### config.mk
export PLATFORM = sky130hd
export DESIGN_NAME = ldtu_gsel_buffer_flat
export DESIGN_NICKNAME = d
export VERILOG_FILES = /design/src/rtl/ldtu_gsel_buffer_pkg.sv /design/src/rtl/ldtu_gsel_buffer_if.sv /design/src/rtl/ldtu_gsel_buffer_ram.sv /design/src/rtl/ldtu_gsel_buffer.sv /design/src/flat_wrapper.sv
export SDC_FILE = /design/constraint.sdc
export NUM_CORES = 1
export LEC_CHECK = 0
export ABC_AREA = 1
export BUFFER_PORTS_ARGS = -buffer_cell sky130_fd_sc_hd__clkbuf_2
export CAP_MARGIN = 20
export CORE_ASPECT_RATIO = 1.25
export CORE_UTILIZATION = 67
export CTS_BUF_LIST = sky130_fd_sc_hd__clkbuf_16
export CTS_CLUSTER_SIZE = 25
export DETAILED_ROUTE_END_ITERATION = 8
export PLACE_DENSITY_LB_ADDON = 0.15
export SLEW_MARGIN = 5
export SYNTH_ARGS = -nofsm -noshare
export SYNTH_HDL_FRONTEND = slang
export SYNTH_HIERARCHICAL = 1
export SYNTH_SLANG_ARGS = --single-unit
### constraint.sdc
create_clock -name CLK -period 8.15 [get_ports CLK]
set_input_delay 0.815 -clock CLK [delete_from_list [all_inputs] [get_ports CLK]]
set_output_delay 0.815 -clock CLK [all_outputs]
set_load 0.1 [all_outputs]
### src/rtl/ldtu_gsel_buffer_pkg.sv
// ldtu_gsel_pkg: gain-mode encodings and FSM states shared by the dual-gain selection buffer
package ldtu_gsel_pkg;
  typedef enum logic [1:0] {
    GSEL_AUTO      = 2'b00,
    GSEL_AUTO2     = 2'b01,
    GSEL_FORCE_X10 = 2'b10,
    GSEL_FORCE_X1  = 2'b11
  } gsel_mode_t;
  typedef logic [1:0] state_t;
  localparam state_t S_FILL  = 2'd0;
  localparam state_t S_RUN   = 2'd1;
  localparam state_t S_FLUSH = 2'd2;
  function automatic logic is_forced(input logic [1:0] mode);
    return mode[1];
  endfunction
endpackage

### src/rtl/ldtu_gsel_buffer_if.sv
// ldtu_gsel_buffer_if: sample-pair input and encoder-side output handshake
interface ldtu_gsel_buffer_if #(parameter int DW = 12);
  logic          in_valid;
  logic [DW-1:0] data_g1;
  logic [DW-1:0] data_g10;
  logic          out_ready;
  logic          out_valid;
  logic [DW:0]   out_data;
  logic          baseline_flag;
  modport master (output in_valid, data_g1, data_g10, out_ready, input out_valid, out_data, baseline_flag);
  modport slave  (input in_valid, data_g1, data_g10, out_ready, output out_valid, out_data, baseline_flag);
endinterface

### src/rtl/ldtu_gsel_buffer_ram.sv
// ldtu_gsel_ram: sample-pair register file, one write port, output and lookahead read ports
module ldtu_gsel_ram #(
  parameter int DW    = 12,
  parameter int DEPTH = 16,
  localparam int AW   = $clog2(DEPTH)
) (
  input  logic            clk,
  input  logic            we,
  input  logic [AW-1:0]   waddr,
  input  logic [2*DW-1:0] wdata,
  input  logic [AW-1:0]   raddr_a,
  output logic [2*DW-1:0] rdata_a,
  input  logic [AW-1:0]   raddr_b,
  output logic [DW-1:0]   rdata_b
);
  logic [2*DW-1:0] mem [DEPTH];
  // contents are not reset; validity is tracked by the pointers
  always_ff @(posedge clk) begin
    if (we) mem[waddr] <= wdata;
  end
  assign rdata_a = mem[raddr_a];
  assign rdata_b = mem[raddr_b][DW-1:0];
endmodule

### src/rtl/ldtu_gsel_buffer.sv
// ldtu_gsel_buffer: dual-gain lookahead buffer with x1 hold window; LDTU_GSEL_STATS_EN enables g1_count
module ldtu_gsel_buffer
  import ldtu_gsel_pkg::*;
#(
  parameter int DW        = 12,
  parameter int DEPTH     = 16,
  parameter int LOOKAHEAD = 3,
  parameter int WIN_MAX   = 16,
  parameter int BASE_BITS = 6,
  localparam int WW = $clog2(WIN_MAX + 1),
  localparam int AW = $clog2(DEPTH),
  localparam int CW = AW + 1
) (
  input  logic                 CLK,
  input  logic                 rst,
  ldtu_gsel_buffer_if.slave    bus,
  input  logic [DW-1:0]        sat_value,
  input  logic [1:0]           shift_g10,
  input  logic [1:0]           gain_sel_mode,
  input  logic [WW-1:0]        win_len,
  input  logic                 flush,
  output logic [CW-1:0]        fill_level,
  output logic                 overflow,
  output logic [15:0]          g1_count
);
  state_t        state_q, state_d;
  logic [AW-1:0] wr_ptr_q, wr_ptr_d, rd_ptr_q, rd_ptr_d, la_ptr;
  logic [CW-1:0] count_q, count_d;
  logic [DW-1:0] sat_q, sat_d;
  logic [WW:0]   hold_q, hold_d, win_eff, eff;
  logic          out_valid_q, out_valid_d, base_q, base_d, ovf_q, ovf_d;
  logic [DW:0]   out_data_q, out_data_d, new_data;
  logic [2*DW-1:0] rd_word;
  logic [DW-1:0] la_g10;
  logic          load_ok, avail, pop, push, sat, sel_x1, new_base;

  assign la_ptr = rd_ptr_q + AW'(LOOKAHEAD);

  ldtu_gsel_ram #(.DW(DW), .DEPTH(DEPTH)) u_ram (
    .clk     (CLK),
    .we      (push),
    .waddr   (wr_ptr_q),
    .wdata   ({bus.data_g1, bus.data_g10 >> shift_g10}),
    .raddr_a (rd_ptr_q),
    .rdata_a (rd_word),
    .raddr_b (la_ptr),
    .rdata_b (la_g10)
  );

  // handshake, occupancy and pointer bookkeeping
  always_comb begin
    load_ok  = !out_valid_q || bus.out_ready;
    avail    = state_q == S_FLUSH ? count_q != '0 : count_q >= CW'(LOOKAHEAD + 1);
    pop      = load_ok && avail;
    push     = bus.in_valid && (count_q != CW'(DEPTH) || pop);
    count_d  = count_q + CW'(push) - CW'(pop);
    wr_ptr_d = wr_ptr_q + AW'(push);
    rd_ptr_d = rd_ptr_q + AW'(pop);
    ovf_d    = ovf_q || (bus.in_valid && !push);
    sat_d    = sat_value >> shift_g10;
  end

  // gain decision and output register load; the lookahead slot is meaningless while draining short
  always_comb begin
    sat        = !(state_q == S_FLUSH && count_q <= CW'(LOOKAHEAD)) && la_g10 >= sat_q;
    win_eff    = win_len == '0 ? (WW+1)'(1) : {1'b0, win_len};
    eff        = gain_sel_mode == GSEL_AUTO2 ? win_eff << 1 : win_eff;
    sel_x1     = is_forced(gain_sel_mode) ? gain_sel_mode == GSEL_FORCE_X1 : sat || hold_q != '0;
    hold_d     = !pop ? hold_q : is_forced(gain_sel_mode) ? '0 : sat ? eff - 1'b1 : hold_q != '0 ? hold_q - 1'b1 : hold_q;
    new_data   = sel_x1 ? {1'b1, rd_word[2*DW-1:DW]} : {1'b0, rd_word[DW-1:0]};
    new_base   = gain_sel_mode[1] ? new_data[DW-1:BASE_BITS] == '0 : new_data[DW:BASE_BITS] == '0;
    out_data_d = pop ? new_data : out_data_q;
    base_d     = pop ? new_base : base_q;
    out_valid_d = pop || (out_valid_q && !bus.out_ready);
  end

  // fill / run / flush sequencing
  always_comb begin
    state_d = state_q == S_FLUSH ? (count_d == '0 ? S_FILL : S_FLUSH)
            : flush && (state_q == S_RUN || count_q != '0) ? S_FLUSH
            : state_q == S_FILL && count_d >= CW'(LOOKAHEAD + 1) ? S_RUN
            : state_q;
  end

  // state registers
  always_ff @(posedge CLK) begin
    if (rst) begin
      state_q     <= S_FILL;
      wr_ptr_q    <= '0;
      rd_ptr_q    <= '0;
      count_q     <= '0;
      sat_q       <= '1;
      hold_q      <= '0;
      out_valid_q <= 1'b0;
      out_data_q  <= '0;
      base_q      <= 1'b0;
      ovf_q       <= 1'b0;
    end else begin
      state_q     <= state_d;
      wr_ptr_q    <= wr_ptr_d;
      rd_ptr_q    <= rd_ptr_d;
      count_q     <= count_d;
      sat_q       <= sat_d;
      hold_q      <= hold_d;
      out_valid_q <= out_valid_d;
      out_data_q  <= out_data_d;
      base_q      <= base_d;
      ovf_q       <= ovf_d;
    end
  end

  assign bus.out_valid     = out_valid_q;
  assign bus.out_data      = out_data_q;
  assign bus.baseline_flag = base_q;
  assign fill_level        = count_q;
  assign overflow          = ovf_q;

`ifdef LDTU_GSEL_STATS_EN
  logic [15:0] g1_cnt_q, g1_cnt_d;
  // saturating count of x1 selections
  always_comb begin
    g1_cnt_d = pop && sel_x1 && g1_cnt_q != 16'hFFFF ? g1_cnt_q + 16'd1 : g1_cnt_q;
  end
  // counter register
  always_ff @(posedge CLK) begin
    g1_cnt_q <= rst ? '0 : g1_cnt_d;
  end
  assign g1_count = g1_cnt_q;
`else
  assign g1_count = '0;
`endif
endmodule
### src/flat_wrapper.sv
// flat-port wrapper written by rule: the top's interface ports become plain ports
module ldtu_gsel_buffer_flat import ldtu_gsel_pkg::*;
#(
  parameter int DW        = 12,
  parameter int DEPTH     = 16,
  parameter int LOOKAHEAD = 3,
  parameter int WIN_MAX   = 16,
  parameter int BASE_BITS = 6,
  localparam int WW = $clog2(WIN_MAX + 1),
  localparam int AW = $clog2(DEPTH),
  localparam int CW = AW + 1
)
  (CLK, rst, sat_value, shift_g10, gain_sel_mode, win_len, flush, fill_level, overflow, g1_count, bus_in_valid, bus_data_g1, bus_data_g10, bus_out_ready, bus_out_valid, bus_out_data, bus_baseline_flag);
  ldtu_gsel_buffer_if #(.DW(DW)) bus_i ();
  input  logic CLK;
  input  logic rst;
  input  logic [DW-1:0] sat_value;
  input  logic [1:0] shift_g10;
  input  logic [1:0] gain_sel_mode;
  input  logic [WW-1:0] win_len;
  input  logic flush;
  output logic [CW-1:0] fill_level;
  output logic overflow;
  output logic [15:0] g1_count;
  input wire logic [$bits(bus_i.in_valid)-1:0] bus_in_valid;
  input wire logic [$bits(bus_i.data_g1)-1:0] bus_data_g1;
  input wire logic [$bits(bus_i.data_g10)-1:0] bus_data_g10;
  input wire logic [$bits(bus_i.out_ready)-1:0] bus_out_ready;
  output wire logic [$bits(bus_i.out_valid)-1:0] bus_out_valid;
  output wire logic [$bits(bus_i.out_data)-1:0] bus_out_data;
  output wire logic [$bits(bus_i.baseline_flag)-1:0] bus_baseline_flag;
  assign bus_i.in_valid = bus_in_valid;
  assign bus_i.data_g1 = bus_data_g1;
  assign bus_i.data_g10 = bus_data_g10;
  assign bus_i.out_ready = bus_out_ready;
  assign bus_out_valid = bus_i.out_valid;
  assign bus_out_data = bus_i.out_data;
  assign bus_baseline_flag = bus_i.baseline_flag;
  ldtu_gsel_buffer #(.DW(DW), .DEPTH(DEPTH), .LOOKAHEAD(LOOKAHEAD), .WIN_MAX(WIN_MAX), .BASE_BITS(BASE_BITS)) u_core (.CLK(CLK), .rst(rst), .bus(bus_i), .sat_value(sat_value), .shift_g10(shift_g10), .gain_sel_mode(gain_sel_mode), .win_len(win_len), .flush(flush), .fill_level(fill_level), .overflow(overflow), .g1_count(g1_count));
endmodule
* Yosys cells after proc, flatten, opt, wreduce, memory -nomap -nowiden *
Memories as Yosys holds them, arrays and structs flattened. A register that Yosys moved wholly into a read port is not among the register bits.
Index checks and enable logic that the tools add are counted.

storage, ports and cells
  register bits = 49
  bits in writable memories = 384
  output and inout bits = 37
  logic and storage cells = 73
  memories = 1

operators by class
  $add $sub $neg = 7
  order comparisons = 4
  eq/ne operators = 5
  shift operators = 2
  muxes and demuxes = 16
  reductions and logical operators = 28

memory list
  name              depth  width  rd ports  clocked after Yosys merged registers in  wr ports  RTL line                    text
  u_core.u_ram.mem  16     24     2         1                                        1         ldtu_gsel_buffer_ram.sv:16  logic [2*DW-1:0] mem [DEPTH];

operators by type and width
  cell                 number
  $mux 6               4
  $shr 12x2->12        2
  $mux 13              1
  $ge 12x12->1         1
  $sub 6x1->6 const B  2
  $ge 5x3->1 const B   2
  $logic_not 5->1      2
  $add 4x1->4          2
  $logic_and 1x1->1    8
  $mux 2               4
  $logic_not 7->1      1
  $logic_not 6->1      1
  $logic_or 1x1->1     6
  $reduce_bool 3->1    2
  $reduce_bool 6->1    1
  $add 5x1->5          1
  $le 5x2->1 const B   1
  $mux 1               5
  $mux 5               1
  $ne 5x5->1 const B   1
  $reduce_bool 5->1    1
  $sub 5x1->5          1
  $add 4x2->4 const B  1
  $eq 2x1->1 const B   2
  5 further kinds      9

* Logic depth before layout (Yosys ltp) *
Gate-level depths: netlist (run 1).

  depth in word-level cells = 12
  depth in mapped cells = 28
  mapped depth without buffers = 25

* By module *
Netlist (run 1), hierarchy kept.

by module, submodules not included
  module            instances  cells each  area each (um2)  seq. area each (um2)
  ldtu_gsel_ram     1          2,011       18,425.2         11,531.1
  ldtu_gsel_buffer  1          509         3,425.8          980.9

* Worst setup path after synthesis (run 1) *
Ideal clock, no wire load.

  path kind = register to register
  start point = register u_core.count_q[2], in the netlist u_core/fill_level[2]
  end point = memory u_core/u_ram/mem[12][0] in the netlist's numbering (enable)
  setup time = 405 ps
  data arrival time = 3,671 ps
  setup slack = 4,074 ps
  cell stages (with the launch flop) = 15
  path buffers = 1
  period minus slack after synthesis = 4,076 ps
  cell sequence = dfxtp_1 -> inv_1 -> ha_1 -> nand2_1 -> nor2_1 -> nand2_1 -> nand2_1 -> a21oi_1 -> buf_4 -> inv_1 -> nand3_1 -> nand2_1 -> inv_1 -> nand3_1 -> nor2_1

on the way
  cells in the longest elaborated chain, start to end = 7
  elaborated cells between the ends (all ways) = 9
  classes of those cells = order compare: 1; eq/ne: 1; mux: 3; reduce/logical: 4

RTL lines
  element                                          RTL line                    text
  from (decl)                                      ldtu_gsel_buffer.sv:28      logic [CW-1:0] count_q, count_d;
  from (signal assigned)                           ldtu_gsel_buffer.sv:102     count_q <= count_d;
  $ge 5x3->1 or $reduce_bool 5->1 (tied branches)  ldtu_gsel_buffer.sv:53      avail = state_q == S_FLUSH ? count_q != '0 : count_q >= CW'(LOOKAHEAD + 1);
  $mux 1                                           ldtu_gsel_buffer.sv:53
  $logic_and 1x1->1                                ldtu_gsel_buffer.sv:54      pop = load_ok && avail;
  $logic_or 1x1->1 *                               ldtu_gsel_buffer.sv:55      push = bus.in_valid && (count_q != CW'(DEPTH) || pop);
  $logic_and 1x1->1 *                              ldtu_gsel_buffer.sv:55
  named net u_core.push                            ldtu_gsel_buffer.sv:35      logic load_ok, avail, pop, push, sat, sel_x1, new_base;
  $mux 1 *                                         ldtu_gsel_buffer_ram.sv:19  if (we) mem[waddr] <= wdata;
  $mux 1 (not written as such) *                   ldtu_gsel_buffer_ram.sv:19
  to (decl)                                        ldtu_gsel_buffer_ram.sv:16

The timed path passes the listed nets; every way through them passes the cells marked *.

* Worst setup path after layout (run 1) *
  start point = register u_core.rd_ptr_q[0]
  end point = register u_core.hold_q[4]

on the way
  cells in the longest elaborated chain, start to end = 6
  elaborated cells between the ends (all ways) = 8
  classes of those cells = add/sub: 1; order compare: 1; mux: 2; reduce/logical: 3; memory: 1

RTL lines
  element                                                       RTL line                 text
  from (decl)                                                   ldtu_gsel_buffer.sv:27   logic [AW-1:0] wr_ptr_q, wr_ptr_d, rd_ptr_q, rd_ptr_d, la_ptr;
  from (signal assigned)                                        ldtu_gsel_buffer.sv:101  rd_ptr_q <= rd_ptr_d;
  $add 4x2->4 *                                                 ldtu_gsel_buffer.sv:37   assign la_ptr = rd_ptr_q + AW'(LOOKAHEAD);
  named net u_core.la_ptr[0]                                    ldtu_gsel_buffer.sv:27
  $mem_v2 16x24 *                                               --
  named net u_core.la_g10[7]                                    ldtu_gsel_buffer.sv:34   logic [DW-1:0] la_g10;
  $ge 12x12->1 *                                                ldtu_gsel_buffer.sv:65   sat = !(state_q == S_FLUSH && count_q <= CW'(LOOKAHEAD)) && la_g10 >= sat_q;
  $logic_and 1x1->1 *                                           ldtu_gsel_buffer.sv:65
  $reduce_bool 3->1 (no source line) or $mux 6 (tied branches)  --
  $reduce_and 2->1 (no source line) or $mux 6 (tied branches)   --
  to (signal assigned)                                          ldtu_gsel_buffer.sv:104  hold_q <= hold_d;
  to (decl)                                                     ldtu_gsel_buffer.sv:30   logic [WW:0] hold_q, hold_d, win_eff, eff;

Marked as above.
A chain may end at the register's enable or synchronous reset.

==> results of run 1 <==
-- through the flow --
step                setup WS [ns]  cells  total power [mW]
floorplan                    4.07   2535              5.31
global placement             3.17   2896              5.99
global route                 2.43   2982              8.39
finish                       2.78   2982              7.97
CTS                          2.95   2978              7.91
detailed placement           2.97   2901              6.09
-- logic make-up after synthesis --
| kind of cell | after synthesis |
|---|---|
| AOI/OAI and AO/OA | 70 |
| xor gates and xnor gates | 9 |
| adders and majority gates | 26 |
| buffers and inverters | 580 |
| DFF | 433 |
| muxes | 5 |
| other | 1 |
| and+or+nand+nor | 1396 |
-- state kept, by name, indices dropped and copies added (netlist names) --
signal and count:
u_core/fill_level 5, u_core/bus.out_valid 1, u_core/state_q 2, u_core/bus.out_data 13, u_core/bus.baseline_flag 1, u_core/overflow 1, u_core/hold_q 6, u_core/rd_ptr_q 4
u_core/u_ram/mem 384, u_core/sat_q 12, u_core/wr_ptr_q 4
-- critical path, cell delays in order (launching register included) --
cell and delay, ns:
dfxtp_4 0.83, inv_2 0.04, buf_4 0.30, ha_1 0.34
xnor2_4 0.76, inv_1 0.69, nand3_1 0.25, nand3_1 0.09
nand2_1 0.13, ha_1 0.25, nand2_1 0.09, nor2_1 0.04
and2_1 0.15, nand2_2 0.08, nand3_4 0.15, nand2_8 0.14
nand2_1 0.07, nand2_1 0.12, ha_1 0.21, nand3_1 0.11
a21oi_1 0.16, o21ai_1 0.09, a21oi_1 0.13
-- area by class of cell --
type / instances / area (sq um)
clock buffer: 42 / 1050
clock inverter: 35 / 240
fill: 2317 / 8190
inverter: 431 / 1620
multi-input combinational: 1522 / 7110
sequential: 433 / 12500
tap: 412 / 515
timing repair buffer: 107 / 723
-- power breakdown --
part	internal (mW)	switching [mW]
registers	2.54	0.121
logic	0.980	2.49
clock network	1.01	0.825
total	4.53	3.44
-- synth_stat cells (all sizes together), types with 5 or more instances --
| library cell | n |
|---|---|
| a21oi | 21 |
| buf | 114 |
| clkbuf | 35 |
| dfxtp | 49 |
| edfxtp | 384 |
| ha | 25 |
| inv | 430 |
| mux2i | 5 |
| nand2 | 811 |
| nand3 | 522 |
| nor2 | 51 |
| o211ai | 12 |
| o21ai | 31 |
| xnor2 | 5 |
-- path summary, 6_finish.rpt --
| path | from | to | slack (ns) |
|---|---|---|---|
| worst min-delay path | u_core/overflow | u_core/overflow | 0.46 |
| worst max-delay path | u_core/rd_ptr_q[0] | u_core/hold_q[4] | 2.78 |
| worst max register to register | u_core/rd_ptr_q[0] | u_core/hold_q[4] | 2.78 |
| worst min register to register | u_core/overflow | u_core/overflow | 0.46 |
-- layer usage --
metal	share of wire, %	wire (microns)
met1	35	21000
met2	49	28900
met3	9.9	5860
met4	5.8	3420
met5	0	0
==> impl_results.md, run 1 <==
- Nets: 2613
- Max cap viols: 0
- Met2 GRT Util: 60.5%
- Crit end category: flip-flop
- CTS Hold Bufs: 0
- Simple-gate share of the synthesized area: 27.6%
- Max_slew headroom: 21.6%
- Library cells used by synthesis: 44
- Most common cell after layout, fill and taps aside: nand2_1
- CTS Buffer Depth: 3
- Peak VDD IR: 0.282 mV
- # IOs: 87
- Final Cycle Share: 65.8%
- Avg Cell Area, Syn: 8.67 sq um
- DR iter-0 viols: 2274
- Total CTS buffers: 42
- Max Fanout on Critical Path: 59
- Skew-Pair Late Insertion Delay: 0.56 ns
- PortBufs: 70
- All-Layer GR Usage: 35.8%
- Initial antenna violation count: 0
- Post-synth EDFFs: 384
- First-pass GRT wire length: 89000 microns
- Critical Path RT: 8.61 ns
- Hold_ws: 0.458 ns
- Setup TNS Final: 0 ns
- GR Util met1: 43.1%
- Arrival time worst endpoint: 5.83 ns
- Number of setup violations in the final report: 0
- F_max: 186 MHz
- CTS tree: yes
- Area leader, netlist: edfxtp_1
- M3 GR Usage: 5.46%
- Clock Skew: 0.0144 ns
- Adder-Cell Fraction of Synth Area: 1.52%
- Ys async rst share: 0%
- Height of the die: 204 microns
- #FFs+latches synth: 433
- Minimum clock period: 5.37 ns
- Via count: 17400
- Synth Area in Compound Gates: 1.84%
- Area Overhead vs Synth: 8.81%
- Post-Synthesis Cells: 2520
- Multiplexer area fraction after synthesis: 0.229%
- Final Hold Fails: 0
- Status: complete, no violations
- DRC Markers: 0
- Largest family of logic cells by synthesized area: simple AND/OR/NAND/NOR gates
- Rows: 73
- Largest net degree at the start of global routing: 98
- Share of cells above drive strength 1: 8.44%
- Register area share after synthesis: 57.3%
- Number of nets with antenna violations after routing: 0
- Initial Utilization: 68.4%
- Post CTS Setup Buffer Count: 0
- Most used DFF post-synth: edfxtp_1
- Syn Std Cell Area: 21900 sq um
- Die X-Extent: 164 microns
- Core Area: 32000 sq um
- Top cells by area, synth: edfxtp_1, nand2_1, nand3_1
- Worst hold stages: 2
- CTS resizes: 0
- Synth top area share: 52.8%
- RSZ-0062 raised after global routing: no
- Avg WL per Cell: 19.8 microns
- Final Core Density: 74.4%
- Final RePlAce weighted congestion: 0.883
- Least-Margin Pin Slew: 1.17 ns
- Vias per cell: 5.83
- Yosys warning count: 6
- Static Leak: 10.8 nW
- Total gr overflow: 0
- Pwr dens: 335 nW/um^2
- CTS Sinks: 433
- Length in cells of the worst reg-to-reg path: 22
- Clock Tree Root: clkbuf_16
- Dpl cell area: 22400 sq um
- Most Crowded Layer GR: met2
- Hold Crit Class: reg2reg
- Design area: 23800 sq um
- Worst-path clk slew: 0.07 ns
- Antenna diodes: 0
- Most frequent cells in the layout: nand2_1, nand3_1, inv_1, edfxtp_1, clkbuf_2
- Xor-xnor portion of the synthesized cell area: 0.361%
- Crit path kind: reg2reg
- Vias in the first global route: 16700
- Hpwl dp: 33700 microns
- WL final: 59100 microns
- Kind of start point of the critical path: flip-flop
- First-pass iteration count of the detailed router: 6
- Die ar.: 33300 sq um
- Max-slew violation count: 0
- H-tree levels: 2
No activity file was read; power rests on OpenSTA's default activity.
==> run 2, diff against run 1 <==
--- a/config.mk
+++ b/config.mk
@@ -5,11 +5,11 @@
 export SDC_FILE = /design/constraint.sdc
 export NUM_CORES = 1
 export LEC_CHECK = 0
-export ABC_AREA = 1
+export ABC_AREA = 0
 export BUFFER_PORTS_ARGS = -buffer_cell sky130_fd_sc_hd__clkbuf_2
 export CAP_MARGIN = 20
 export CORE_ASPECT_RATIO = 1.25
-export CORE_UTILIZATION = 67
+export CORE_UTILIZATION = 62
 export CTS_BUF_LIST = sky130_fd_sc_hd__clkbuf_16
 export CTS_CLUSTER_SIZE = 25
 export DETAILED_ROUTE_END_ITERATION = 8
==> constraint.sdc (replaced) <==
create_clock -name CLK -period 5 [get_ports CLK]
set_input_delay 0.5 -clock CLK [delete_from_list [all_inputs] [get_ports CLK]]
set_output_delay 0.5 -clock CLK [all_outputs]
set_load 0.1 [all_outputs]
==> impl_results.md, run 2 <==
- Status: complete, no violations
- PortBufs: 70 (unchanged)
- Height of the die: 199 microns (-2.4%)
- DR iter-0 viols: 1087 (-52%)
- H-tree levels: 2 (unchanged)
- CTS Sinks: 433 (unchanged)
- Initial antenna violation count: 0 (unchanged)
- Rows: 71 (-2.7%)
- # IOs: 87 (unchanged)
- Top cells by area, synth: edfxtp_1, mux4_2, dfxtp_1
- Area Overhead vs Synth: 12.3%
- Avg Cell Area, Syn: 17.7 sq um (+100%)
- First-pass GRT wire length: 66800 microns (-25%)
- Hold Crit Class: in2reg
- Pwr dens: 558 nW/um^2 (+66%)
- DRC Markers: 0 (unchanged)
- Crit path kind: reg2reg
- Most used DFF post-synth: edfxtp_1
- Clock Skew: 0.0142 ns (-0.000177 ns)
- Length in cells of the worst reg-to-reg path: 19 (-14%)
- RR Startpoint: u_core/rd_ptr_q[0]
- Critical Path RT: 5.44 ns (-3.17 ns)
- Slowest stage delay, CP: 0.41 ns (-0.42 ns)
- Hold endpoint: u_core/state_q[0]
- Most frequent cells in the layout: edfxtp_1, mux4_2, a22oi_1, clkbuf_2, nand2_1
- Crit-path slowest cell: o21ai_0
- Final Cycle Share: 91.0% (+25 points)
- First-pass iteration count of the detailed router: 5 (-1)
- CTS Buffer Depth: 3 (unchanged)
- Kind of start point of the critical path: flip-flop
- Total gr overflow: 0 (unchanged)
- WL final: 45000 microns (-24%)
- Syn Std Cell Area: 19300 sq um (-12%)
- Critical Path, Cell by Cell: inv_2 > ha_1 > inv_2 > buf_12 > mux4_2 > a22oi_1 > nand2_1 > ha_1 > nand2_1 > o21ai_0 > a21o_1 > o21a_1 > mux2i_1 > ha_1 > nor2b_1 > a21oi_1 > a211o_1 > mux2i_1 > o21ai_1
- Number of nets with antenna violations after routing: 0 (unchanged)
- Synth top area share: 59.9% (+7.1 points)
- Die ar.: 31800 sq um (-4.7%)
- Peak VDD IR: 0.442 mV (+57%)
- Largest net degree at the start of global routing: 54 (-45%)
- Nets: 1245 (-52%)
- Worst hold stages: 2 (unchanged)
- CTS Hold Bufs: 0 (unchanged)
- Post CTS Setup Buffer Count: 0 (unchanged)
- #FFs+latches synth: 433 (unchanged)
- Total CTS buffers: 42 (unchanged)
- R2R setup slack: 0.45 ns (-2.34 ns)
- WP buf/inv: 3 (unchanged)
- Post-Synthesis Cells: 1090 (-57%)
- GR Util met1: 37.4% (-5.7 points)
- Most used cell, CP: ha_1
- Hold wc startpoint: flush
- Worst-path clk slew: 0.06 ns (about the same)
- Max cap viols: 0 (unchanged)
- Avg WL per Cell: 28.1 microns (+42%)
- Largest register FFs: 384 (unchanged)
- Crit end category: flip-flop
- Via count: 10800 (-38%)
- Final RePlAce weighted congestion: 0.910 (+3.0%)
- FF-to-FF End: u_core/hold_q[4]
- Antenna diodes: 0 (unchanged)
- Share of cells above drive strength 1: 30.2% (+22 points)
- Vias per cell: 6.74 (+16%)
- Hpwl dp: 25900 microns (-23%)
- Post-synth EDFFs: 384 (unchanged)
- Most flop-heavy register: u_core/u_ram/mem
- Hold_ws: 0.162 ns (-0.296 ns)
- Count leader, synth: edfxtp_1
- Max_slew headroom: 24.2% (+2.6 points)
- CTS resizes: 0 (unchanged)
- Design Power: 12.1 mW (+51%)
- Register area share after synthesis: 65.0% (+7.7 points)
- Core Area: 30300 sq um (-5.2%)
- Met2 GRT Util: 51.0% (-9.6 points)
- Max Fanout on Critical Path: 29 (-51%)
- Most Crowded Layer GR: met2
- Ys async rst share: 0% (unchanged)
- Area leader, netlist: edfxtp_1
- Reg area: 12500 sq um (about the same)
- Final Hold Fails: 0 (unchanged)
- Least-Margin Pin Slew: 1.13 ns (-0.0391 ns)
- Placed instance count: 1523 (-48%)
- Top cells by count, synth: edfxtp_1, mux4_2, a22oi_1
- Library cells used by synthesis: 63 (+43%)
- Static Leak: 7.30 nW (-32%)
- Fillers: 1882 (-19%)
- Initial Utilization: 63.6% (-4.8 points)
- Arrival time worst endpoint: 5.00 ns (-0.83 ns)
- Max-slew violation count: 0 (unchanged)
- CTS tree: yes
- Vias in the first global route: 10900 (-35%)
- Fin cells: 1604 (-46%)
- M3 GR Usage: 3.53% (-1.9 points)
- Clock Tree Root: clkbuf_16
- Yosys warning count: 6 (unchanged)
- F_max: 220 MHz (+18%)
- Critical path's top delay family: compound AO/OA/AOI/OAI gates
- Setup TNS Final: 0 ns (unchanged)
- Skew-Pair Late Insertion Delay: 0.56 ns (about the same)
- Critical path origin: u_core/rd_ptr_q[0]
- All-Layer GR Usage: 29.3% (-6.5 points)
- RSZ-0062 raised after global routing: no
- Multi-input combinational cell area: 6390 sq um (-10%)
- Die X-Extent: 160 microns (-2.4%)
- Number of setup violations in the final report: 0 (unchanged)
- Most common cell after layout, fill and taps aside: edfxtp_1
- Minimum clock period: 4.55 ns (-0.814 ns)
[run 2: cell count changes in the layout (fill, tap and decap cells not counted), moves of 7 or more]
cell | before | now
o21ai_0 | 25 | 14
nand2_1 | 801 | 63
mux4_2 | 0 | 160
a211oi_1 | 0 | 10
bufinv_16 | 2 | 9
clkinv_2 | 10 | 3
nor2b_1 | 0 | 14
nand2b_1 | 0 | 8
inv_1 | 427 | 30
or2_2 | 0 | 7
mux2i_1 | 5 | 23
a22oi_1 | 1 | 72
o211ai_1 | 12 | 2
nand3_1 | 520 | 6
[run 2: area by class of cell]
cell class | instances | share of cell area (%)
tap | 401 | 2.32
clock buffer | 42 | 4.86
clock inverter | 36 | 1.92
timing repair buffer | 100 | 3.02
sequential | 433 | 57.9
multi-input combinational | 565 | 29.5
inverter | 27 | 0.469
[run 2: logic make-up after synthesis]
kind of cell | synth area share, %
other cells | 0.0195
mux | 19.9
fa+ha+maj | 1.73
flops | 65.0
compound gates | 5.49
xor+xnor | 0.455
simple gates | 4.65
buf+inv | 2.79
[run 2: worst max-delay path by stage]
stage / slack, ns / cells past startpoint / endpoint
2_1_floorplan: 0.05 / 11 / u_core/u_ram/mem[0][0]
3_3_place_gp: 0.59 / 19 / u_core/hold_q[4]
3_5_place_dp: 0.47 / 19 / u_core/hold_q[4]
4_1_cts: 0.46 / 19 / u_core/hold_q[4]
5_1_grt: 0.13 / 18 / u_core/hold_q[4]
6_report: 0.45 / 19 / u_core/hold_q[4]
[run 2: stage by stage]
step	cell area (sq um)	util [%]	worst slack [ns]
after floorplan	19300	-	0.0491
after global placement	20100	66.3	0.589
after detailed placement	20100	66.4	0.470
after CTS	21600	71.2	0.462
after global routing	21600	71.4	0.133
final	21600	71.4	0.449
[run 2: power by group]
group	internal (mW)	switching, mW	total (mW)
clock network	2.01	1.34	3.35
logic	1.80	2.64	4.43
registers	4.16	0.121	4.28
[run 2: metal layers]
| layer | routed length [microns] | part of all wire (%) | vias to the layer above |
|---|---|---|---|
| met2 | 23300 | 52 | 517 |
| met3 | 2990 | 6.6 | 103 |
| li1 | - | - | 4607 |
| met4 | 1660 | 3.7 | 0 |
| met1 | 17000 | 38 | 5581 |
| met5 | 0 | 0 | - |
